File: src/rtl/uart_tx.sv
// 8N1 UART transmitter with an internal bit-period divider and a valid/ready byte input.
// Define UART_TX_PARITY_EN to insert an even-parity bit between the data and stop bits.
module uart_tx #(
  parameter int CLKS_PER_BIT = 256
) (
  input  logic       clock,
  input  logic       reset,
  input  logic [7:0] tx_data,
  input  logic       tx_valid,
  output logic       tx_ready,
  output logic       tx,
  output logic       busy,
  output logic       bit_tick
);

  typedef enum logic [2:0] {
    S_IDLE,
    S_START,
    S_DATA,
`ifdef UART_TX_PARITY_EN
    S_PARITY,
`endif
    S_STOP
  } state_t;

  localparam logic [7:0] DIV_LAST = 8'(CLKS_PER_BIT - 1);

  state_t     r_state;
  logic [7:0] r_div;
  logic [7:0] r_shift;
  logic [2:0] r_idx;
  logic       r_tx;

  state_t     w_state_nxt;
  logic [7:0] w_div_nxt;
  logic [7:0] w_shift_nxt;
  logic [2:0] w_idx_nxt;
  logic       w_tx_nxt;
  logic       w_tick;

`ifdef UART_TX_PARITY_EN
  logic r_par;
  logic w_par_nxt;
`endif

  // The divider only runs inside a frame, so the tick can never fire in IDLE.
  assign w_tick = (r_state != S_IDLE) && (r_div == DIV_LAST);

  always_ff @(posedge clock or posedge reset) begin
    if (reset) r_state <= S_IDLE;
    else       r_state <= w_state_nxt;
  end

  always_comb begin
    w_state_nxt = r_state;
    w_div_nxt   = r_div;
    w_shift_nxt = r_shift;
    w_idx_nxt   = r_idx;
`ifdef UART_TX_PARITY_EN
    w_par_nxt   = r_par;
`endif
    if (r_state == S_IDLE) w_div_nxt = 8'd0;
    else                   w_div_nxt = w_tick ? 8'd0 : r_div + 8'd1;

    case (r_state)
      S_IDLE: begin
        if (tx_valid) begin
          w_state_nxt = S_START;
          w_shift_nxt = tx_data;
          w_idx_nxt   = 3'd0;
`ifdef UART_TX_PARITY_EN
          w_par_nxt   = ^tx_data;
`endif
        end
      end
      S_START: if (w_tick) w_state_nxt = S_DATA;
      S_DATA: begin
        if (w_tick) begin
          w_shift_nxt = {1'b0, r_shift[7:1]};
          w_idx_nxt   = r_idx + 3'd1;
          if (r_idx == 3'd7) begin
`ifdef UART_TX_PARITY_EN
            w_state_nxt = S_PARITY;
`else
            w_state_nxt = S_STOP;
`endif
          end
        end
      end
`ifdef UART_TX_PARITY_EN
      S_PARITY: if (w_tick) w_state_nxt = S_STOP;
`endif
      S_STOP: if (w_tick) w_state_nxt = S_IDLE;
      default: w_state_nxt = S_IDLE;
    endcase

    // Line level is chosen from the next state so it can be registered.
    case (w_state_nxt)
      S_START:    w_tx_nxt = 1'b0;
      S_DATA:     w_tx_nxt = w_shift_nxt[0];
`ifdef UART_TX_PARITY_EN
      S_PARITY:   w_tx_nxt = w_par_nxt;
`endif
      default:    w_tx_nxt = 1'b1;
    endcase
  end

  always_ff @(posedge clock or posedge reset) begin
    if (reset) begin
      r_div   <= 8'd0;
      r_shift <= 8'd0;
      r_idx   <= 3'd0;
      r_tx    <= 1'b1;
    end else begin
      r_div   <= w_div_nxt;
      r_shift <= w_shift_nxt;
      r_idx   <= w_idx_nxt;
      r_tx    <= w_tx_nxt;
    end
  end

`ifdef UART_TX_PARITY_EN
  always_ff @(posedge clock or posedge reset) begin
    if (reset) r_par <= 1'b0;
    else       r_par <= w_par_nxt;
  end
`endif

  assign tx       = r_tx;
  assign tx_ready = (r_state == S_IDLE);
  assign busy     = ~tx_ready;
  assign bit_tick = w_tick;

endmodule
File: config.mk
export PLATFORM = sky130hd
export DESIGN_NAME = uart_tx
export DESIGN_NICKNAME = d
export VERILOG_FILES = /design/src/rtl/uart_tx.sv
export SDC_FILE = /design/constraint.sdc
export NUM_CORES = 1
export LEC_CHECK = 0
export BUFFER_PORTS_ARGS = -buffer_cell sky130_fd_sc_hd__buf_2
export CAP_MARGIN = 20
export CORE_AREA = 5 5 56 58
export CTS_CLUSTER_DIAMETER = 100
export DETAILED_ROUTE_END_ITERATION = 8
export DIE_AREA = 0 0 61 63
export PLACE_DENSITY_LB_ADDON = 0.2
export SLEW_MARGIN = 15
export SYNTH_ARGS = -nofsm -noshare
export SYNTH_HDL_FRONTEND = slang
export SYNTH_SLANG_ARGS = --single-unit
File: constraint.sdc
create_clock -name clock -period 1.71 [get_ports clock]
set_input_delay 0.0855 -clock clock [delete_from_list [all_inputs] [get_ports clock]]
set_output_delay 0.0855 -clock clock [all_outputs]
set_load 0.05 [all_outputs]
[Word-level counts from Yosys, hierarchy flattened]
Index checks and enable logic that the tools add are counted.
Operators by class
  add/sub/neg operators: 2
  eq/ne operators: 9
  multiplexer cells: 15
  bitwise logic cells: 1
  reduce and logical (&&, ||, !) cells: 5
Operators with widths (number)
  8-bit 2-to-1 mux: 4
  3-bit 2-to-1 mux: 7
  8-bit case mux with 2 select lines: 1
  3-bit case mux with 4 select lines: 1
  3-bit by 2-bit equality test with 1-bit output, second input constant: 3
  8-bit by 1-bit adder with 8-bit output, second input constant: 1
  8-bit equality test, second input constant: 1
  3-bit by 1-bit equality test with 1-bit output, second input constant: 2
  3-bit case mux with 2 select lines: 1
  2-bit != test, second input constant: 2
  3-bit by 1-bit adder with 3-bit output, second input constant: 1
  3-bit equality test, second input constant: 1
  3-bit zero test: 1
  3-bit AND reduction: 1
  3-bit nonzero test: 1
  1-bit case mux with 2 select lines: 1
  2-bit nonzero test: 1
  1-bit logical AND: 1
  1-bit NOT: 1
Word-level totals
  register bits: 23
  bits of input ports: 11
  output and inout port bits: 4
  word-level logic and storage cells: 38

[Depth between registers and ports, before layout]
Gate-level depths: netlist of run 1.
  word-level depth: 6
  gate-level depth with buffers: 6
  gate-level depth less buffers: 6

[Worst setup path after synthesis of run 1]
OpenSTA, ideal clock, no wires.
  path type: flip-flop to output port
  start: reg r_state[1]
  end: out bit_tick
  arrival time: 2.176 ns
  data required time: 1.624 ns
  path slack: -0.552 ns
  cell stages (with the launch flop): 5
  buffers on the path: 0
  cell sequence: dfrtp_1 > inv_1 > nand3_1 > inv_1 > nor2_1
Between the ends
  longest elaborated chain between the ends: 2
Ends and longest elaborated chain
  start: declaration: RTL line 28  | state_t r_state;
  start signal: assignment: RTL line 51  | else r_state <= w_state_nxt;
  3-bit nonzero test: RTL line 47  | assign w_tick = (r_state != S_IDLE) && (r_div == DIV_LAST);
  1-bit logical AND: RTL line 47
  end: declaration: RTL line 13  | output logic bit_tick
Every way passes these cells.

[Worst setup path after layout of run 1]
  start: reg r_div[0]
  end: reg r_tx, in the netlist tx
Between the ends
  elaborated cells on any way between the ends: 11
  those cells by class: eq/ne: 3; mux: 7; reduce/logical: 1
RTL lines
  start: declaration: RTL line 29  | logic [7:0] r_div;
  start signal: assignment: RTL line 115  | r_div <= w_div_nxt;
  8-bit equality test: RTL line 47
  1-bit logical AND: RTL line 47
  8-bit 2-to-1 mux: RTL line 78  | if (w_tick) begin
  8-bit case mux with 2 select lines: RTL line 65  | case (r_state)
  named net w_shift_nxt[0]: RTL line 36  | logic [7:0] w_shift_nxt;
  1-bit case mux with 2 select lines: RTL line 98  | case (w_state_nxt)
  named net w_tx_nxt: RTL line 38  | logic w_tx_nxt;
  end signal: assignment: RTL line 118  | r_tx <= w_tx_nxt;
  end: declaration: RTL line 32  | logic r_tx;
The timed path passes the listed nets, and every way through them passes these cells. The select of a mux whose other input is x is not followed.
A chain may end at the register's enable or synchronous reset.

==> reports/results.tsv, run 1 <==
stage	metric	value	unit
outcome	status	complete, no violations	
yosys	synth_edf_count	0	
floorplan	start_util	0.414	
hold_path	hold_start	tx_data[4]	
sta	min_period_over_period	0.991	
clock_tree	clk_latency	310	ps
placed_design	dp_hpwl	1490	um
finish	finish.net_count	151	
clock_tree	cts_sinks	23	
floorplan	rows	19	
clock_tree	path_clk_slew	120	ps
critical_path	r2r_cells	5	
clock_tree	clockBufferDepth	2	
critical_path	cp_max_fo	6	
yosys	yosysSeqAreaShare	0.532	
sta	setup_viol	0	
global_routing	antenna_found_initial	0	
yosys	yosys-top-cells-area	dfrtp_1 (51%), nand2_1 (8.3%), a22oi_1 (4.2%)	
hold_path	hold_depth	3	
job	cap_viol_max_count	0	
global_routing	grt_overflow	0	
yosys	yosys_warnings	0	
yosys	synth_area	1080	sq um
finish	fillCellCount	249	
clock_tree	cts-root-buf	clkbuf_4	
sta	setup_tns	0	ps
yosys	ys_types	28	
critical_path	cp-end-kind	flop	
critical_path	critPathKind	flop to flop	
placed_design	placed_cell_area	1250	sq um
floorplan	dieArea	3840	sq um
critical_path	r2r-end	tx	
global_routing	grt_pass1_wl	3630	um
detailed_routing	finalWirelength	2090	um
yosys	syn_avg_cell_area	10.3	sq um
critical_path	r2r_slack	20	ps
sta	rsz0062_at_grt	yes	
sta	max_freq	590	MHz
yosys	syn_inst	105	
hold_path	min_to	r_shift[4]	
critical_path	cp-startpoint	r_div[0]	
sta	min_period	1690	ps
hold_path	holdCritPathClass	input port to flop	
yosys	synth_async_sr_flop_share	1.00	
finish	final_area	1370	sq um
detailed_routing	drt_first_pass_iters	4	
power	leakage	0.000658	uW
floorplan	die_x	61	um
yosys	synth_ff_type	dfrtp_1	
placed_design	port_buffers	14	
yosys	ys_ff_latch	23	
detailed_routing	vias	844	
floorplan	ios	15	
global_routing	track_usage	0.121	
sta	finalHoldViolCount	0	
global_routing	grt_max_degree	24	
finish	final_layout_size_suffix_gt1_frac	0.294	
yosys	synth_top_area_frac	0.508	
critical_path	cp-start-kind	flop	
finish	area_delta_synth_final	26.1	%
finish	layout_commonest_cell	nand2_1	
sta	finalMaxSlewViolations	0	
yosys	syn-num-nets	119	
power	ir_drop	432	uV
finish	final_cell_mix	nand2_1 (23), dfrtp_1 (21), buf_2 (13), nor2_1 (9), buf_4 (8)	
sta	fin_skew	5.89	ps
yosys	synth_area_leader_cell	dfrtp_1	
detailed_routing	drcViolationCount	0	
detailed_routing	drt_iter0_drc	9	
placed_design	gp_congestion	0.778	
clock_tree	numCtsBuffers	3	
detailed_routing	wl_per_cell	12.5	um
power	power.total	1090	uW
detailed_routing	via_per_inst	5.05	
floorplan	fp.dieH	63	um
clock_tree	cts_tree	built	
floorplan	core	2620	sq um
critical_path	r2r-start	r_div[0]	
critical_path	crit_arrival	1940	ps
global_routing	grt_pass1_vias	853	
clock_tree	htree_levels	1	
power	power_density	800	nW/um^2
detailed_routing	ant_nets	0	
finish	antennaDiodeCount	0	
critical_path	critPathRequiredTime	1950	ps
logic make-up (layout without fill, tap and decap cells):
family	count (synthesis)	in the layout	share of synthesized area
simple gates	47	47	0.214
flops	23	23	0.532
compound gates	17	17	0.128
xor+xnor	7	7	0.0566
buf+inv	6	37	0.0208
fa+ha+maj	3	3	0.0346
other cells	1	1	0.00346
mux	1	1	0.0104
per-stage QoR:
step,hold slack (ps),util,setup slack (ps),cells
after floorplan,86.7,-,10.2,105
after global placement,137,0.480,63.7,155
after detailed placement,150,0.480,12.4,155
after CTS,1.03,0.514,1.09,165
after global routing,11.2,0.522,-2.97,167
final,7.34,0.522,16.0,167
report_power, final:
part	internal, uW	switching [uW]	leakage [uW]
clock network	91.0	158	0.0000150
logic	93.9	100	0.000346
registers	604	46.8	0.000297
total	789	304	0.000658
final cells by class:
cell class,instances,area (sq um),area share
Clock buffer,4,26.3,0.0192
Tap cell,31,38.8,0.0284
Inverter,5,22.5,0.0165
Sequential cell,23,578,0.423
Timing Repair Buffer,28,196,0.144
Multi-Input combinational cell,76,504,0.369
routing by layer:
layer,wire length [um],up-vias,track usage
met1,980,406,0.175
met5,0,-,0
met3,95,2,0.0248
met2,988,14,0.178
met4,21,0,0.0407
li1,-,422,-
Yosys cell counts (3+ instances only):
library cell  instances
dfrtp_1              22
nand3_1               4
ha_1                  3
nor2_1               10
and3_1                3
xor2_1                3
o21ai_0               4
inv_1                 5
nand2_1              24
xnor2_1               4
a22oi_1               6
critical path, cell delays in order, from the launching register on:
cell and delay (ps):
dfrtp_1 410, ha_2 210, and4_4 210, and3_1 170, a221o_1 340, o32a_1 290
state kept, by name, indices dropped and copies added, names as in the netlist:
signal and cells:
r_idx 3, r_div 8, r_state 3, r_shift 8
tx 1
timing repair:
action | in CTS | in global routing
cloned | 0 | 0
resized for setup | 1 | 3
endpoints found under the hold margin | 27 | 0
pin swaps | 0 | 1
endpoints found under the setup margin | 1 | 2
hold buffers | 6 | 0
buffers inserted | 0 | 2
worst max-delay path by stage:
stage,endpoint,slack (ps),cells after the start
2_1_floorplan,tx,10,4
3_3_place_gp,tx,60,5
3_5_place_dp,tx,10,5
4_1_cts,tx,1,5
5_1_grt,tx,-3,5
6_report,tx,20,5
Power figures use the tool's default switching activity.
==> inputs of run 2 (changes only) <==
Settings changed: CORE_AREA 5 5 56 58 to 5 5 48 67, DIE_AREA 0 0 61 63 to 0 0 53 72.
==> run 2 against run 1 <==
Against the previous run:
- flip-flop and latch count unchanged
- final area up 1.7%
- die area down 0.70%
- count of clock-buffer cells in the layout unchanged
- critical endpoint unchanged
==> reports/results.tsv, run 2 (synthesized netlist as in run 1, its figures left out) <==
stage	metric	value	unit	change
global_routing	track_usage	0.133		was 0.121
sta	worst_slack	28.4	ps	was 16.0 ps
finish	area_delta_synth_final	28.3	%	was 26.1%
detailed_routing	finalWirelength	2160	um	was 2090 um
critical_path	slowest_stage	dfrtp_1		unchanged
floorplan	die_x	53	um	was 61 um
critical_path	critPathTopFamily	compound AO/OA/AOI/OAI gates		unchanged
power	power.total	1100	uW	was 1090 uW
job	cap_viol_max_count	0		unchanged
hold_path	min_to	r_shift[0]		was r_shift[4]
global_routing	grt_pass1_wl	3800	um	was 3630 um
critical_path	max_stage_delay	420	ps	was 410 ps
finish	layout_commonest_cell	nand2_1		unchanged
detailed_routing	wl_per_cell	12.5	um	about the same
global_routing	grt_overflow	0		unchanged
clock_tree	htree_levels	1		unchanged
finish	final_util	0.543		was 0.522
global_routing	grt_max_degree	24		unchanged
floorplan	ios	15		unchanged
finish	largest_registers	r_div (8), r_shift (8)		unchanged
clock_tree	clockBufferDepth	2		unchanged
power	pwr-share-seq	0.589		was 0.595
detailed_routing	via_per_inst	4.90		was 5.05
placed_design	dpl.cell_count	161		was 155
floorplan	fp.dieH	72	um	was 63 um
critical_path	critPathRequiredTime	1960	ps	was 1950 ps
floorplan	dieArea	3820	sq um	was 3840 sq um
critical_path	r2r_cells	5		unchanged
critical_path	crit_arrival	1930	ps	was 1940 ps
power	ir_drop	522	uV	was 432 uV
power	swShare	0.280		was 0.278
finish	multi_input_area	504	sq um	unchanged
power	leakage	0.000659	uW	was 0.000658 uW
power	clock_power_share	0.231		was 0.227
placed_design	gp_congestion	0.726		was 0.778
clock_tree	clk_latency	300	ps	was 310 ps
sta	min_period	1680	ps	was 1690 ps
critical_path	path_buf_inv	0		unchanged
detailed_routing	drcViolationCount	0		unchanged
critical_path	r2r-end	tx		unchanged
detailed_routing	ant_nets	0		unchanged
finish	fin_cells	173		was 167
hold_path	hold_depth	3		unchanged
sta	finalMaxSlewViolations	0		unchanged
floorplan	start_util	0.423		was 0.414
finish	finish.net_count	152		was 151
sta	min_period_over_period	0.983		was 0.991
detailed_routing	vias	848		was 844
power	internal_power	790	uW	was 789 uW
critical_path	cp_max_fo	6		unchanged
global_routing	antenna_found_initial	0		unchanged
hold_path	holdCritPathClass	input port to flop		unchanged
critical_path	cp-end-kind	flop		unchanged
critical_path	critPathKind	flop to flop		unchanged
critical_path	r2r-start	r_div[0]		unchanged
global_routing	grt_pass1_vias	869		was 853
finish	final_cell_mix	nand2_1 (23), dfrtp_1 (19), buf_2 (12), nor2_1 (9), dlygate4sd3_1 (8)		was nand2_1 (23), dfrtp_1 (21), buf_2 (13), nor2_1 (9), buf_4 (8)
outcome	status	complete, no violations		unchanged
finish	antennaDiodeCount	0		unchanged
placed_design	dpl_worst_slack	15.3	ps	was 12.4 ps
finish	register_area	581	sq um	was 578 sq um
critical_path	crit_chain	ha_2 -> and4_4 -> and3_1 -> a221o_1 -> o32a_1		unchanged
critical_path	r2r_slack	30	ps	was 20 ps
detailed_routing	drt_first_pass_iters	4		unchanged
floorplan	rows	22		was 19
clock_tree	cts_tree	built		unchanged
sta	fin_skew	4.33	ps	was 5.89 ps
critical_path	cp-start-kind	flop		unchanged
sta	rsz0062_at_grt	no		was yes
power	power.switching	307	uW	was 304 uW
placed_design	port_buffers	14		unchanged
finish	fillCellCount	234		was 249
clock_tree	numCtsBuffers	3		unchanged
floorplan	core	2560	sq um	was 2620 sq um
power	pwr-share-comb	0.180		was 0.177
placed_design	dp_hpwl	1600	um	was 1490 um
finish	final_layout_size_suffix_gt1_frac	0.299		was 0.294
clock_tree	cts_sinks	23		unchanged
clock_tree	postCtsSetupBuffers	0		unchanged
clock_tree	cts-root-buf	clkbuf_4		unchanged
sta	setup_tns	0	ps	unchanged
power	power_density	789	nW/um^2	was 800 nW/um^2
detailed_routing	drt_iter0_drc	20		was 9
sta	max_freq	595	MHz	was 590 MHz
clock_tree	path_clk_slew	130	ps	was 120 ps
sta	setup_viol	0		unchanged
hold_path	hold_start	tx_data[0]		was tx_data[4]
sta	finalHoldViolCount	0		unchanged
run 2: cell count changes in the layout (fill, tap and decap cells not counted), sizes merged:
cell and change:
dlygate4sd3 +2, clkbuf +1, buf -2
run 2: worst max path at each step:
stage | start | to | slack, ps | cells after the start
final | r_div[0] | tx | 30 | 5
after floorplan | r_state[1] | tx | 10 | 4
after global placement | r_div[1] | tx | 60 | 5
after detailed placement | r_div[1] | tx | 20 | 5
after global routing | r_div[1] | tx | 0.4 | 5
after CTS | r_div[1] | tx | 4 | 5
run 2: tightest hold or removal path: stages:
cell and delay (ps):
buf_2 70, and2_2 120, a221o_1 120
run 2: what timing repair did:
item | 4_1_cts | 5_1_grt
hold buffers | 7 | 1
endpoints found under the hold margin | 28 | 1
pin swaps | 0 | 1
resized for setup | 1 | 6
setup endpoints to repair | 1 | 3
run 2: per-stage QoR:
| step | area [sq um] | hold slack, ps |
|---|---|---|
| floorplan | 1100 | 86.7 |
| global placement | 1270 | 139 |
| detailed placement | 1270 | 147 |
| CTS | 1370 | 5.37 |
| global route | 1390 | 104 |
| finish | 1390 | 121 |
run 2: final cells by class:
type / count / share of cell area
Clock buffer: 4 / 0.0189
Inverter: 5 / 0.0162
Multi-Input combinational cell: 76 / 0.363
Sequential cell: 23 / 0.418
Tap cell: 36 / 0.0324
Timing Repair Buffer: 29 / 0.152
run 2: metal layers:
metal	up-vias	track usage	part of all wire	wire length, um
met1	413	0.158	0.42	916
met3	2	0.0287	0.034	74
met5	-	0	0	0
li1	421	-	-	-
met2	12	0.232	0.53	1150
met4	0	0.0426	0.0093	20
run 2: power groups by stage:
| stage | clock (uW) | sequential, uW | combinational, uW |
|---|---|---|---|
| after floorplan | 0 | 659 | 110 |
| after global placement | 0 | 654 | 182 |
| after detailed placement | 0 | 655 | 186 |
| after CTS | 261 | 645 | 199 |
| after global routing | 290 | 654 | 218 |
| final | 253 | 646 | 198 |
